**src/rtl/fpu_issuer.sv**
```systemverilog
// Request FIFO feeding a single multi-cycle FPU through an IDLE/ISSUE/WAIT/RESP sequencer.
// Define FPU_ISSUER_TIMEOUT_EN to compile in the WAIT-state watchdog (qNaN + rsp_timeout on expiry).
module fpu_issuer #(
    parameter int DEPTH          = 2,
    parameter int TIMEOUT_CYCLES = 64
) (
    input  logic        clk,
    input  logic        rst,
    input  logic        req_valid,
    output logic        req_ready,
    input  logic [31:0] req_a,
    input  logic [31:0] req_b,
    input  logic [1:0]  req_op,
    input  logic [4:0]  req_tag,
    output logic [31:0] fpu_a,
    output logic [31:0] fpu_b,
    output logic [1:0]  fpu_op,
    output logic        fpu_start,
    input  logic        fpu_done,
    input  logic [31:0] fpu_r,
    output logic        rsp_valid,
    input  logic        rsp_ready,
    output logic [31:0] rsp_r,
    output logic [4:0]  rsp_tag,
    output logic        rsp_timeout
);

    localparam int AW = (DEPTH > 2) ? 2 : 1;
    localparam int CW = AW + 1;

    if (!(DEPTH == 2 || DEPTH == 4) ||
        TIMEOUT_CYCLES < 2 || TIMEOUT_CYCLES > 255) begin : g_cfg_err
        $error("fpu_issuer: illegal DEPTH or TIMEOUT_CYCLES");
    end

    typedef struct packed {
        logic [31:0] a;
        logic [31:0] b;
        logic [1:0]  op;
        logic [4:0]  tag;
    } entry_t;

    typedef enum logic [1:0] {
        IDLE,
        ISSUE,
        WAIT,
        RESP
    } state_t;

    entry_t        mem [DEPTH];
    logic [AW-1:0] wr_ptr;
    logic [AW-1:0] rd_ptr;
    logic [CW-1:0] count;
    state_t        state;
    logic          push;
    logic          pop;

    assign req_ready = (count != CW'(DEPTH));
    assign push      = req_valid && req_ready;
    assign pop       = (state == IDLE) && (count != '0);

    function automatic logic [AW-1:0] nxt(input logic [AW-1:0] p);
        return (p == AW'(DEPTH - 1)) ? '0 : p + 1'b1;
    endfunction

    always_ff @(posedge clk) begin
        if (push) begin
            mem[wr_ptr] <= '{a: req_a, b: req_b, op: req_op, tag: req_tag};
        end
    end

    always_ff @(posedge clk or posedge rst) begin
        if (rst) begin
            wr_ptr <= '0;
            rd_ptr <= '0;
            count  <= '0;
        end else begin
            if (push) wr_ptr <= nxt(wr_ptr);
            if (pop)  rd_ptr <= nxt(rd_ptr);
            count <= count + CW'(push) - CW'(pop);
        end
    end

`ifdef FPU_ISSUER_TIMEOUT_EN
    localparam logic [31:0] QNAN     = 32'h7FC0_0000;
    localparam logic [7:0]  WD_LIMIT = 8'(TIMEOUT_CYCLES - 1);
    logic [7:0] wd_cnt;
`else
    assign rsp_timeout = 1'b0;
`endif

    always_ff @(posedge clk or posedge rst) begin
        if (rst) begin
            state     <= IDLE;
            fpu_start <= 1'b0;
            fpu_a     <= '0;
            fpu_b     <= '0;
            fpu_op    <= '0;
            rsp_valid <= 1'b0;
            rsp_r     <= '0;
            rsp_tag   <= '0;
`ifdef FPU_ISSUER_TIMEOUT_EN
            rsp_timeout <= 1'b0;
            wd_cnt      <= '0;
`endif
        end else begin
            fpu_start <= 1'b0;
            unique case (state)
                IDLE: begin
                    if (pop) begin
                        fpu_a     <= mem[rd_ptr].a;
                        fpu_b     <= mem[rd_ptr].b;
                        fpu_op    <= mem[rd_ptr].op;
                        rsp_tag   <= mem[rd_ptr].tag;
                        fpu_start <= 1'b1;
                        state     <= ISSUE;
                    end
                end
                ISSUE: begin
                    state <= WAIT;
`ifdef FPU_ISSUER_TIMEOUT_EN
                    wd_cnt <= '0;
`endif
                end
                WAIT: begin
                    if (fpu_done) begin
                        rsp_r     <= fpu_r;
                        rsp_valid <= 1'b1;
                        state     <= RESP;
`ifdef FPU_ISSUER_TIMEOUT_EN
                        rsp_timeout <= 1'b0;
                    end else if (wd_cnt == WD_LIMIT) begin
                        // FPU never answered: hand back a quiet NaN
                        rsp_r       <= QNAN;
                        rsp_timeout <= 1'b1;
                        rsp_valid   <= 1'b1;
                        state       <= RESP;
                    end else begin
                        wd_cnt <= wd_cnt + 8'd1;
`endif
                    end
                end
                RESP: begin
                    if (rsp_ready) begin
                        rsp_valid <= 1'b0;
                        state     <= IDLE;
                    end
                end
                default: state <= IDLE;
            endcase
        end
    end

endmodule
```
**config.mk**
```make
export PLATFORM = sky130hd
export DESIGN_NAME = fpu_issuer
export DESIGN_NICKNAME = d
export VERILOG_FILES = /design/src/rtl/fpu_issuer.sv
export SDC_FILE = /design/constraint.sdc
export NUM_CORES = 1
export LEC_CHECK = 0
export BUFFER_PORTS_ARGS = -buffer_cell sky130_fd_sc_hd__buf_2
export CORE_MARGIN = 5
export CORE_UTILIZATION = 36
export DETAILED_ROUTE_END_ITERATION = 8
export PLACE_DENSITY = 0.7
export REMOVE_ABC_BUFFERS = 1
export SETUP_SLACK_MARGIN = 0.1
export SYNTH_ARGS = -nofsm -noshare
export SYNTH_HDL_FRONTEND = slang
export SYNTH_SLANG_ARGS = --single-unit
```
**constraint.sdc**
```tcl
create_clock -name clk -period 4.1 [get_ports clk]
set_input_delay 0.82 -clock clk [delete_from_list [all_inputs] [get_ports clk]]
set_output_delay 0.82 -clock clk [all_outputs]
set_load 0.01 [all_outputs]
```
Yosys cells after proc, flatten, opt, wreduce, memory -nomap -nowiden:

Memories as Yosys holds them, arrays and structs flattened. A register that Yosys moved wholly into a read port is not among the register bits.
Index checks and enable logic that the tools add are counted.

* flip-flop bits (word level): 40
* logic and storage cells: 41
* memories kept: 1
* output and inout bits: 107
* RAM bits: 142
* input port bits: 108

Memories
* mem: depth 2, bits a word 71, read ports 1, clocked after memory_dff 1, write ports 1, line 50 `entry_t mem [DEPTH];`

* equality and inequality tests: 7
* multiplexer cells: 13
* reduce and logical (&&, ||, !) cells: 9
* $add $sub $neg: 4

Operators by type and width (count)
* 2-to-1 mux 1 bit: 8
* != test 2 bit, second input constant: 4
* case mux 2 bit (4 select lines): 1
* 2-to-1 mux 2 bit: 3
* AND reduction 3 bit: 2
* equality test 2 bit, second input constant: 2
* AND reduction 2 bit: 2
* nonzero test 2 bit: 2
* adder 1 bit, second input constant: 2
* adder 2 x 1 -> 2 bit: 1
* equality test 2 x 1 -> 1 bit, second input constant: 1
* logical AND 1 bit: 2
* logical NOT 2 bit: 1
* case mux 1 bit (2 select lines): 1
* subtractor 2 x 1 -> 2 bit: 1

Depth between registers and ports, before layout:

Gate-level depths: netlist (run 1).

* depth in word-level cells: 4
* mapped depth: 8
* gate-level depth less buffers: 7

Worst setup path before layout (run 1):

No wires, ideal clock.

* path kind: input -> register
* start point: input port req_valid
* end point: memory mem[0][0] (netlist bit) (enable)
* setup time: 0.501 ns
* slack: -0.293 ns
* arrival time: 3.893 ns
* cell stages on the path: 2
* path buffers: 0
* data required time: 3.599 ns
* cells stage by stage: nand2_1 -> nor2_1

* cells in the longest elaborated chain, start to end: 3

Ends and longest elaborated chain
* start, declared: line 9 `input logic req_valid,`
* logical AND 1 bit: line 59 `assign push = req_valid && req_ready;`
* 2-to-1 mux 1 bit: line 67 `if (push) begin`
* 2-to-1 mux 1 bit (implied by the code): line 68 `mem[wr_ptr] <= '{a: req_a, b: req_b, op: req_op, tag: req_tag};`
* end, declared: line 50

No other way between the ends.

Final worst setup path (run 1):

* start point: register count[1]
* end point: register fpu_b[10], read port of mem

* cells in the longest elaborated chain, start to end: 3

Ends and longest elaborated chain
* start, declared: line 53 `logic [CW-1:0] count;`
* start signal, assigned: line 80 `count <= count + CW'(push) - CW'(pop);`
* nonzero test 2 bit: line 60 `assign pop = (state == IDLE) && (count != '0);`
* logical AND 1 bit: line 60
* AND reduction 2 bit (no source line)
* end, declared: line 16 `output logic [31:0] fpu_b,`

No other way between the ends.
A chain may end at the register's enable or synchronous reset.

==> results of run 1 <==
==> logic make-up after synthesis <==
family / synth area share
buffers and inverters: 0.0255
other: 0.000404
flip-flops: 0.759
adder cells (fa/ha/maj): 0.00540
XOR/XNOR: 0.00378
multiplexers: 0.117
AND/OR/NAND/NOR: 0.0383
AO/OA/AOI/OAI: 0.0505
==> stage by stage <==
stage                     cell area [um2]  utilization  power, mW
after detailed placement            10600        0.421       6.89
final                               11500        0.455       9.06
after CTS                           11500        0.455       9.25
after floorplan                      9050            -       5.84
after global routing                11500        0.455       9.69
after global placement              10600        0.421       6.79
==> per-layer routing <==
metal  GRT usage  vias to the layer above  wire, um
met5           0                        -        44
met4      0.0319                        6       464
met3      0.0370                       41      1630
met2       0.208                      184      8610
met1       0.161                     2442      7630
li1            -                     2480         -
==> cell usage after synthesis (6+ instances only) <==
master    number
edfxtp_1     142
dfrtp_1      111
mux2i_1       71
nand2_1       63
o21ai_0       35
mux2_2        33
o21ai_1       23
o21ai_2       15
buf_2         10
nand2_2       10
buf_8          6
==> sequential cells by signal, summed over array words and instances (netlist names) <==
signal	cells
mem	142
rsp_tag	5
wr_ptr	1
state	2
fpu_a	32
rsp_valid	1
rd_ptr	1
fpu_op	2
fpu_b	32
rsp_r	32
count	2
fpu_start	1
==> worst register-to-register path: stages, from the launching register on <==
cell,delay [ps]
dfrtp_1,440
o21ai_4,960
buf_4,560
o21ai_0,170
==> final timing paths <==
path / startpoint / cells past startpoint / slack [ps] / end
setup / recovery: count[1] / 3 / 1830 / fpu_b[10]
hold reg to reg: fpu_b[18] / 2 / 470 / fpu_b[18]
hold / removal: rst / 2 / 470 / rsp_r[20]
max in group asynchronous: rst / 3 / 2840 / fpu_a[5]
min in group clk: fpu_b[18] / 2 / 470 / fpu_b[18]
setup reg to reg: count[1] / 3 / 1830 / fpu_b[10]
==> cell type report <==
type / count / area, um2 / area share
sequential: 253 / 7050 / 0.613
multi-input combinational: 272 / 2010 / 0.174
timing repair buffer: 221 / 1150 / 0.100
clock buffer: 36 / 759 / 0.0660
tap: 330 / 413 / 0.0359
clock inverter: 14 / 105 / 0.00914
inverter: 5 / 21.3 / 0.00185
==> power breakdown <==
part / switching (mW) / internal, mW
Sequential: 0.449 / 3.64
Clock: 0.957 / 1.36
Combinational: 1.51 / 1.14
Total: 2.91 / 6.14
==> metrics.md, run 1 <==
| Metric | Value |
|---|---|
| DR vias | around 5k |
| H-tree levels | 1 |
| Iter 0 DRT Violations | 193 |
| Count of cell types in the netlist | 31 |
| RSZ-0062 raised after global routing | false |
| Final setup viols | 0 |
| PostCTS Resize Cnt | 0 |
| Number of setup buffers added after CTS | 0 |
| Cell accounting for the most synthesized area | edfxtp_1 |
| IO Count | 215 |
| Skew final | about 16 ps |
| Hold WC Path Type | in2async |
| Startpoint types | flop |
| Clock insertion delay at the later pin of the skew report | ~530 ps |
| Fill count | 2262 |
| Status | finished clean |
| Critical Path Max Stage Delay | 960 ps |
| Slew of the pin with the lowest slew margin | 1260 ps |
| Starting Density | 0.367 |
| Gpl congestion | 0.739 |
| Number of flops mapped to enable cells by yosys | 142 |
| Crit-path cells | o21ai_4 -> buf_4 -> o21ai_0 |
| Number of I/O port buffers | 213 |
| CTS Hold Bufs | 0 |
| Avg Cell Area, Syn | roughly 17 um2 |
| Die width | roughly 170 um |
| Peak Freq | 441 MHz |
| Worst Path Required | approximately 4500 ps |
| Overall Global Routing Usage | 0.125 |
| Main flop type after synthesis | edfxtp_1 |
| Routed WL | 18.4 mm |
| N_diodes | 0 |
| Max Cap Viol | 0 |
| Post-synthesis sequential area ratio | 0.759 |
| Core area | 0.0253 mm2 |
| CTS root buffer | clkbuf_16 |
| Crit Path Category | reg2reg |
| Clock sinks | 253 |
| Fin. Hold Viols | 0 |
| Setup TNS Final | 0 ps |
| DRT antenna net count | 0 |
| Num CTS Buffers | 27 |
| Slew Limit Fails | 0 |
| Pleak | approximately 5.0 nW |
| Dpl ws | 1660 ps |
| Nets | 892 |
| Worst Path Arrival | 2650 ps |
| Final min period | 2270 ps |
| Die area | 0.0291 mm2 |
| CTS clock-pin slew for the worst setup and hold paths | 60 ps |
| DR DRC count | 0 |
| Yosys warnings | 0 |
| First-pass DRT Iterations | 4 |
| Area delta synth->final | 24.0% |
| Synth Cell Area | 0.00927 mm2 |
| Register bit total from synthesis | 253 |
| Top-area cell type share of the netlist area | 0.460 |
| Slew headroom | 0.157 |
| CP Buf/Inv Count | 1 |
| Power density over cell area | 788 mW/mm2 |
| Crit-path max FO | 53 |
| Ys async rst share | 0.439 |
| Initial antenna violation count | 3 |
| Slowest-stage cell, CP | o21ai_4 |
| Mapped Cells | 557 |
| Drt wl/cell | 16.2 um |
| CP delay by family, top | compound AO/OA/AOI/OAI gates |
| Most frequent cells in the layout | buf_2 (213), edfxtp_1 (142), dfrtp_1 (110) |
| Total global routing overflow | 0 |
| Detailed Place HPWL | around 12 mm |
| Commonest non-fill, non-tap cell in the layout | buf_2 |
| Peak VDD IR | approximately 0.37 mV |
| Synth area leaders | edfxtp_1 (46%), dfrtp_1 (30%), mux2i_1 (7.7%), mux2_2 (4.0%), nand2_1 (2.6%) |
| Worst Setup Slack, final | around 1800 ps |
| Vias in the first global route | between 5k and 6k |
| Layout Cells excl Fill | 1131 |
| # placed instances | 1081 |
| Max clock buf depth | 3 |
| Layout cells sized above 1 | 0.411 |
| Global-route wire length before repair | 28.9 mm |
| Avg Vias per Cell | 4.56 |
| CTS tree | done |
| Period utilization | 0.553 |
| Largest net degree at the start of global routing | 72 |
| Min Hold Slack | 467 ps |
| Crit path capture type | flop |
| Cell Rows | 58 |
| Die height | 170 um |
No activity file was read; power rests on OpenSTA's default activity.
==> run 2, diff against run 1 <==
--- a/config.mk
+++ b/config.mk
@@ -9,7 +9,7 @@
 export CORE_MARGIN = 5
 export CORE_UTILIZATION = 36
 export DETAILED_ROUTE_END_ITERATION = 8
-export PLACE_DENSITY = 0.7
+export PLACE_DENSITY = 0.68
 export REMOVE_ABC_BUFFERS = 1
 export SETUP_SLACK_MARGIN = 0.1
 export SYNTH_ARGS = -nofsm -noshare
==> constraint.sdc (replaced) <==
create_clock -name clk -period 2.3 [get_ports clk]
set_input_delay 0.46 -clock clk [delete_from_list [all_inputs] [get_ports clk]]
set_output_delay 0.46 -clock clk [all_outputs]
set_load 0.01 [all_outputs]
==> run 2 against run 1 <==
Via count down 0.33%. Final cell count up 0.18%. Die area unchanged. Count of clock-buffer cells in the layout up 5. Critical path depth down 1. Core utilization up 0.52 points. Sequential share of layout area down 0.69 points. Global-route usage down 0.43 points. Critical path type is now reg2out.
==> metrics.md, run 2 (same netlist as run 1, synthesis figures left out) <==
| Metric | Value |
|---|---|
| Status | finished clean |
| Crit path capture type | primary output |
| Slew headroom | 0.519 (+0.362) |
| Max clock buf depth | 3 (unchanged) |
| CTS root buffer | clkbuf_16 |
| Largest net degree at the start of global routing | 72 (unchanged) |
| Starting Density | 0.367 (unchanged) |
| Critical Path Max Stage Delay | 450 ps (-510 ps) |
| Core area | 0.0253 mm2 (unchanged) |
| Met2 usage | 0.209 (+0.000860) |
| Overall power | 16.4 mW (+81%) |
| Fin. Hold Viols | 0 (unchanged) |
| Total global routing overflow | 0 (unchanged) |
| Drt wl/cell | 15.7 um (-3.6%) |
| Final setup viols | 0 (unchanged) |
| Routed WL | 17.8 mm (-3.4%) |
| Die width | 170 um (unchanged) |
| Slowest-stage cell, CP | dfrtp_1 |
| DR vias | 5136 (-0.33%) |
| Vias in the first global route | 5299 (-0.43%) |
| IO Count | 215 (unchanged) |
| Worst Setup Slack, final | 525 ps (-1310 ps) |
| Max Cap Viol | 0 (unchanged) |
| Worst Path Required | 1840 ps (-2640 ps) |
| Reg2reg path depth | 3 (unchanged) |
| Layout cells sized above 1 | 0.407 (-0.00351) |
| Nets | 895 (+0.34%) |
| Die area | 0.0291 mm2 (unchanged) |
| Commonest non-fill, non-tap cell in the layout | buf_2 |
| Crit-path cells | nand2b_1 -> buf_2 |
| Grt met1 use | 0.151 (-0.00983) |
| Avg Vias per Cell | 4.53 (-0.51%) |
| Hold WC Path Type | in2reg |
| Global-route wire length before repair | 28.2 mm (-2.6%) |
| Pleak | 5.04 nW (+1.1%) |
| Startpoint types | flop |
| Iter 0 DRT Violations | 287 (+49%) |
| Worst r2r dst | fpu_a[28] |
| Slew of the pin with the lowest slew margin | 719 ps (-543 ps) |
| Final min period | 1770 ps |
| CTS clock-pin slew for the worst setup and hold paths | 60 ps (about the same) |
| Most frequent cells in the layout | buf_2 (213), edfxtp_1 (142), dfrtp_1 (110) |
| CP Buf/Inv Count | 1 (unchanged) |
| FF-to-FF setup slack | 530 ps (-1310 ps) |
| Peak Freq | about 560 MHz |
| Crit-path max FO | 6 (-89%) |
| Num CTS Buffers | 27 (unchanged) |
| Number of I/O port buffers | 213 (unchanged) |
| Dpl ws | 536 ps (-1120 ps) |
| DR DRC count | 0 (unchanged) |
| Detailed Place HPWL | 12.0 mm (about the same) |
| FF-to-FF Start | count[1] |
| Hold-critical path endpoint | mem[1][38] |
| N_diodes | 0 (unchanged) |
| CP delay by family, top | flip-flops |
| Die height | 170 um (unchanged) |
| Initial antenna violation count | 1 (-2) |
| Number of setup buffers added after CTS | 0 (unchanged) |
| Clock insertion delay at the later pin of the skew report | 520 ps (about the same) |
| Overall Global Routing Usage | 0.120 (-0.00434) |
| Area delta synth->final | 25.4% |
| Grt peak-use layer | met2 |
| Power density over cell area | 1410 mW/mm2 (+79%) |
| Hold Path Stages | 1 |
| Largest reg by FF count | mem |
| CTS tree | done |
| Cell Rows | 58 (unchanged) |
| Worst Path Arrival | 1310 ps (-1340 ps) |
| Skew final | 13.2 ps (-2.39 ps) |
| Crit Path Category | reg2out |
| Period utilization | 0.772 |
| RSZ-0062 raised after global routing | false |
| DRT antenna net count | 0 (unchanged) |
| GR Util met3 | 0.0344 (-0.00254) |
| Largest register FFs | 142 (unchanged) |
| First-pass DRT Iterations | 4 (unchanged) |
| Hold path start | req_b[31] |
| Gpl congestion | 0.724 (-2.1%) |
| Peak VDD IR | 0.680 mV (+82%) |
| Slew Limit Fails | 0 (unchanged) |
| H-tree levels | 1 (unchanged) |
| Clock sinks | 253 (unchanged) |
| PostCTS Resize Cnt | 0 (unchanged) |
==> run 2: changes by cell type in the layout (fill, tap and decap cells not counted), sizes merged <==
cell,change
clkinvlp,-3
bufinv,+2
clkinv,-4
clkbuf,+5
dlygate4sd3,+1
buf,+2
inv,-1
==> run 2: worst max-delay path by stage <==
stage	depth (start not counted)	to	from	slack, ps
6_report	2	req_ready	count[0]	530
5_1_grt	4	fpu_a[26]	count[1]	370
4_1_cts	2	req_ready	count[0]	490
3_5_place_dp	3	fpu_a[28]	count[1]	540
3_3_place_gp	3	fpu_b[10]	count[1]	580
2_1_floorplan	3	mem[0][0]	count[0]	-1940
==> run 2: per-stage QoR <==
stage | hold WS (ps) | area, um2 | cells | TNS (ps) | util
after floorplan | 461 | 9050 | 530 | -347390 | -
after global placement | 458 | 10700 | 1083 | 0 | 0.425
after detailed placement | 462 | 10700 | 1083 | 0 | 0.425
after CTS | 99.3 | 11600 | 1133 | 0 | 0.461
after global routing | 99.2 | 11600 | 1133 | 0 | 0.461
final | 130 | 11600 | 1133 | 0 | 0.461
==> run 2: where the power goes <==
group | internal, mW | total, mW | switching, mW
Combinational | 2.15 | 4.99 | 2.84
Clock | 2.65 | 4.28 | 1.63
Sequential | 6.47 | 7.13 | 0.652
Total | 11.3 | 16.4 | 5.12
==> run 2: area by class of cell <==
class,instances,area [um2]
Fill cell,2225,13600
Sequential cell,253,7050
Multi-Input combinational cell,272,2010
Timing Repair Buffer,224,1250
Clock buffer,41,778
Tap cell,330,413
Clock inverter,8,116
Inverter,5,21.3
==> run 2: per-layer routing <==
metal	vias up	wire, um
met2	177	8710
met3	30	1460
met1	2456	7230
li1	2471	-
met5	-	13
met4	2	339
==> run 2: timing repair <==
action,CTS,global route
hold buffers,1,0
endpoints found under the setup margin,0,0
hold endpoints to repair,30,0
==> run 3, diff against run 2 <==
==> constraint.sdc (replaced) <==
create_clock -name clk -period 1.8 [get_ports clk]
set_input_delay 0.36 -clock clk [delete_from_list [all_inputs] [get_ports clk]]
set_output_delay 0.36 -clock clk [all_outputs]
set_load 0.01 [all_outputs]
==> run 3 against run 2 <==
First-iteration DRC count is 3.1% higher. Register-to-register slack lost 300 ps. Critical path depth stayed put. Clock power rose by 30%. Global-route usage increased by 0.81 points. Design area up 5.6%. Clock skew is 6.2 ps higher.
==> metrics.md, run 3 (same netlist as run 1, synthesis figures left out) <==
| Metric | Value |
|---|---|
| Fin. Hold Viols | 0 (unchanged) |
| Core area | 0.0253 mm2 (unchanged) |
| Area delta synth->final | 32.5% |
| N_diodes | 0 (unchanged) |
| Worst Path Arrival | 1240 ps (-70 ps) |
| Status | finished clean |
| Die area | 0.0291 mm2 (unchanged) |
| Largest register FFs | 142 (unchanged) |
| Number of I/O port buffers | 213 (unchanged) |
| Hold WC Path Type | in2reg |
| Power density over cell area | 1730 mW/mm2 (+23%) |
| Slew Limit Fails | 0 (unchanged) |
| Vias in the first global route | 5677 (+7.1%) |
| Final setup viols | 0 (unchanged) |
| Global-route wire length before repair | 30.0 mm (+6.4%) |
| DR vias | 5419 (+5.5%) |
| Crit Path Category | reg2out |
| Peak VDD IR | 1.11 mV (+64%) |
| Setup TNS Final | 0 ps (unchanged) |
| Fin area | 0.0123 mm2 (+5.6%) |
| Max Cap Viol | 0 (unchanged) |
| DRT antenna net count | 0 (unchanged) |
| Die height | 170 um (unchanged) |
| Launch point of the worst path | count[1] |
| IO Count | 215 (unchanged) |
| Drt wl/cell | 15.9 um (+1.5%) |
| Avg Vias per Cell | 4.52 (-0.30%) |
| Num CTS Buffers | 28 (+3.7%) |
| Hold path start | req_b[3] |
| Skew final | 19.4 ps (+6.22 ps) |
| Initial antenna violation count | 0 (-1) |
| Pleak | 5.32 nW (+5.5%) |
| Overall Global Routing Usage | 0.128 (+0.00807) |
| Crit-path max FO | 5 (-1) |
| Fill count | 2220 (-0.22%) |
| Iter 0 DRT Violations | 296 (+3.1%) |
| Die width | 170 um (unchanged) |
| Nets | 959 (+7.2%) |
| Routed WL | 19.1 mm (+7.4%) |
| Largest net degree at the start of global routing | 82 (+14%) |
| Layout cells sized above 1 | 0.388 (-0.0194) |
| RSZ-0062 raised after global routing | false |
| CTS clock-pin slew for the worst setup and hold paths | 60 ps (about the same) |
| Largest reg by FF count | mem |
| CTS tree | done |
| Commonest non-fill, non-tap cell in the layout | buf_2 |
| Clock sinks | 253 (unchanged) |
| Cell Rows | 58 (unchanged) |
| Startpoint types | flop |
| Detailed Place HPWL | 12.3 mm (+3.1%) |
| Starting Density | 0.367 (unchanged) |
| Placement Cell Area | 0.0108 mm2 (+0.47%) |
| H-tree levels | 1 (unchanged) |
| Max clock buf depth | 3 (unchanged) |
| FF-to-FF Start | count[1] |
| Peak Freq | roughly 620 MHz |
| Total global routing overflow | 0 (unchanged) |
| Most frequent cells in the layout | buf_2 (213), edfxtp_1 (142), dfrtp_1 (109) |
| Worst Path Required | 1440 ps (-400 ps) |
| First-pass DRT Iterations | 4 (unchanged) |
| Clock insertion delay at the later pin of the skew report | 540 ps (+20 ps) |
| Final min period | around 1600 ps |
| DR DRC count | 0 (unchanged) |
| CTS root buffer | clkbuf_16 |
| Crit path capture type | primary output |
| Gpl congestion | 0.707 (-2.3%) |
| Period utilization | 0.889 |
-- run 3: cell count changes in the layout (fill, tap and decap cells not counted), sizes merged --
cell,before,now
clkbuf,41,38
dlygate4sd3,1,59
clkinvlp,0,2
clkinv,5,8
inv,5,6
buf,223,228
-- run 3: timing repair --
action | CTS | global route
hold endpoints to repair | 137 | 0
resized for setup | 0 | 1
hold buffers | 59 | 0
buffers inserted | 0 | 0
setup endpoints to repair | 0 | 1
-- run 3: critical path, stage by stage (launching register included) --
cell	delay (ps)
dfrtp_2	440
nand2b_1	120
buf_2	150
-- run 3: power breakdown --
| part | internal [mW] | switching, mW |
|---|---|---|
| Clock | 3.35 | 2.22 |
| Combinational | 2.88 | 3.72 |
| Sequential | 8.28 | 0.837 |
| Total | 14.5 | 6.78 |
-- run 3: final timing paths --
check	endpoint	slack, ps	cells after the start
setup / recovery	req_ready	200	2
hold / removal	mem[0][10]	30	1
setup reg to reg	mem[0][30]	230	4
hold reg to reg	fpu_op[0]	470	2
max in group asynchronous	fpu_b[6]	850	4
min in group asynchronous	rsp_r[28]	390	3
-- run 3: cell type report --
cell class | count | area [um2] | area share
clock inverter | 14 | 164 | 0.0133
multi-input combinational | 272 | 2010 | 0.163
timing repair buffer | 287 | 1880 | 0.153
sequential | 253 | 7050 | 0.574
tap | 330 | 413 | 0.0336
inverter | 5 | 21.3 | 0.00173
clock buffer | 38 | 748 | 0.0609
-- run 3: metal layers --
layer	part of all wire	vias to the layer above	GRT usage
met5	0	-	0
met4	0.021	0	0.0288
met3	0.080	30	0.0326
met2	0.48	192	0.223
met1	0.42	2588	0.163
li1	-	2609	-
-- run 3: through the flow --
stage	util	hold WS (ps)	power, mW	setup WS [ps]	cells
global route	0.486	0.119	22.7	109	1199
finish	0.486	27.9	21.3	199	1199
CTS	0.486	0.386	21.7	133	1199
detailed placement	0.427	402	15.9	218	1088
global placement	0.427	392	15.7	232	1088
floorplan	-	459	13.1	-2440	530
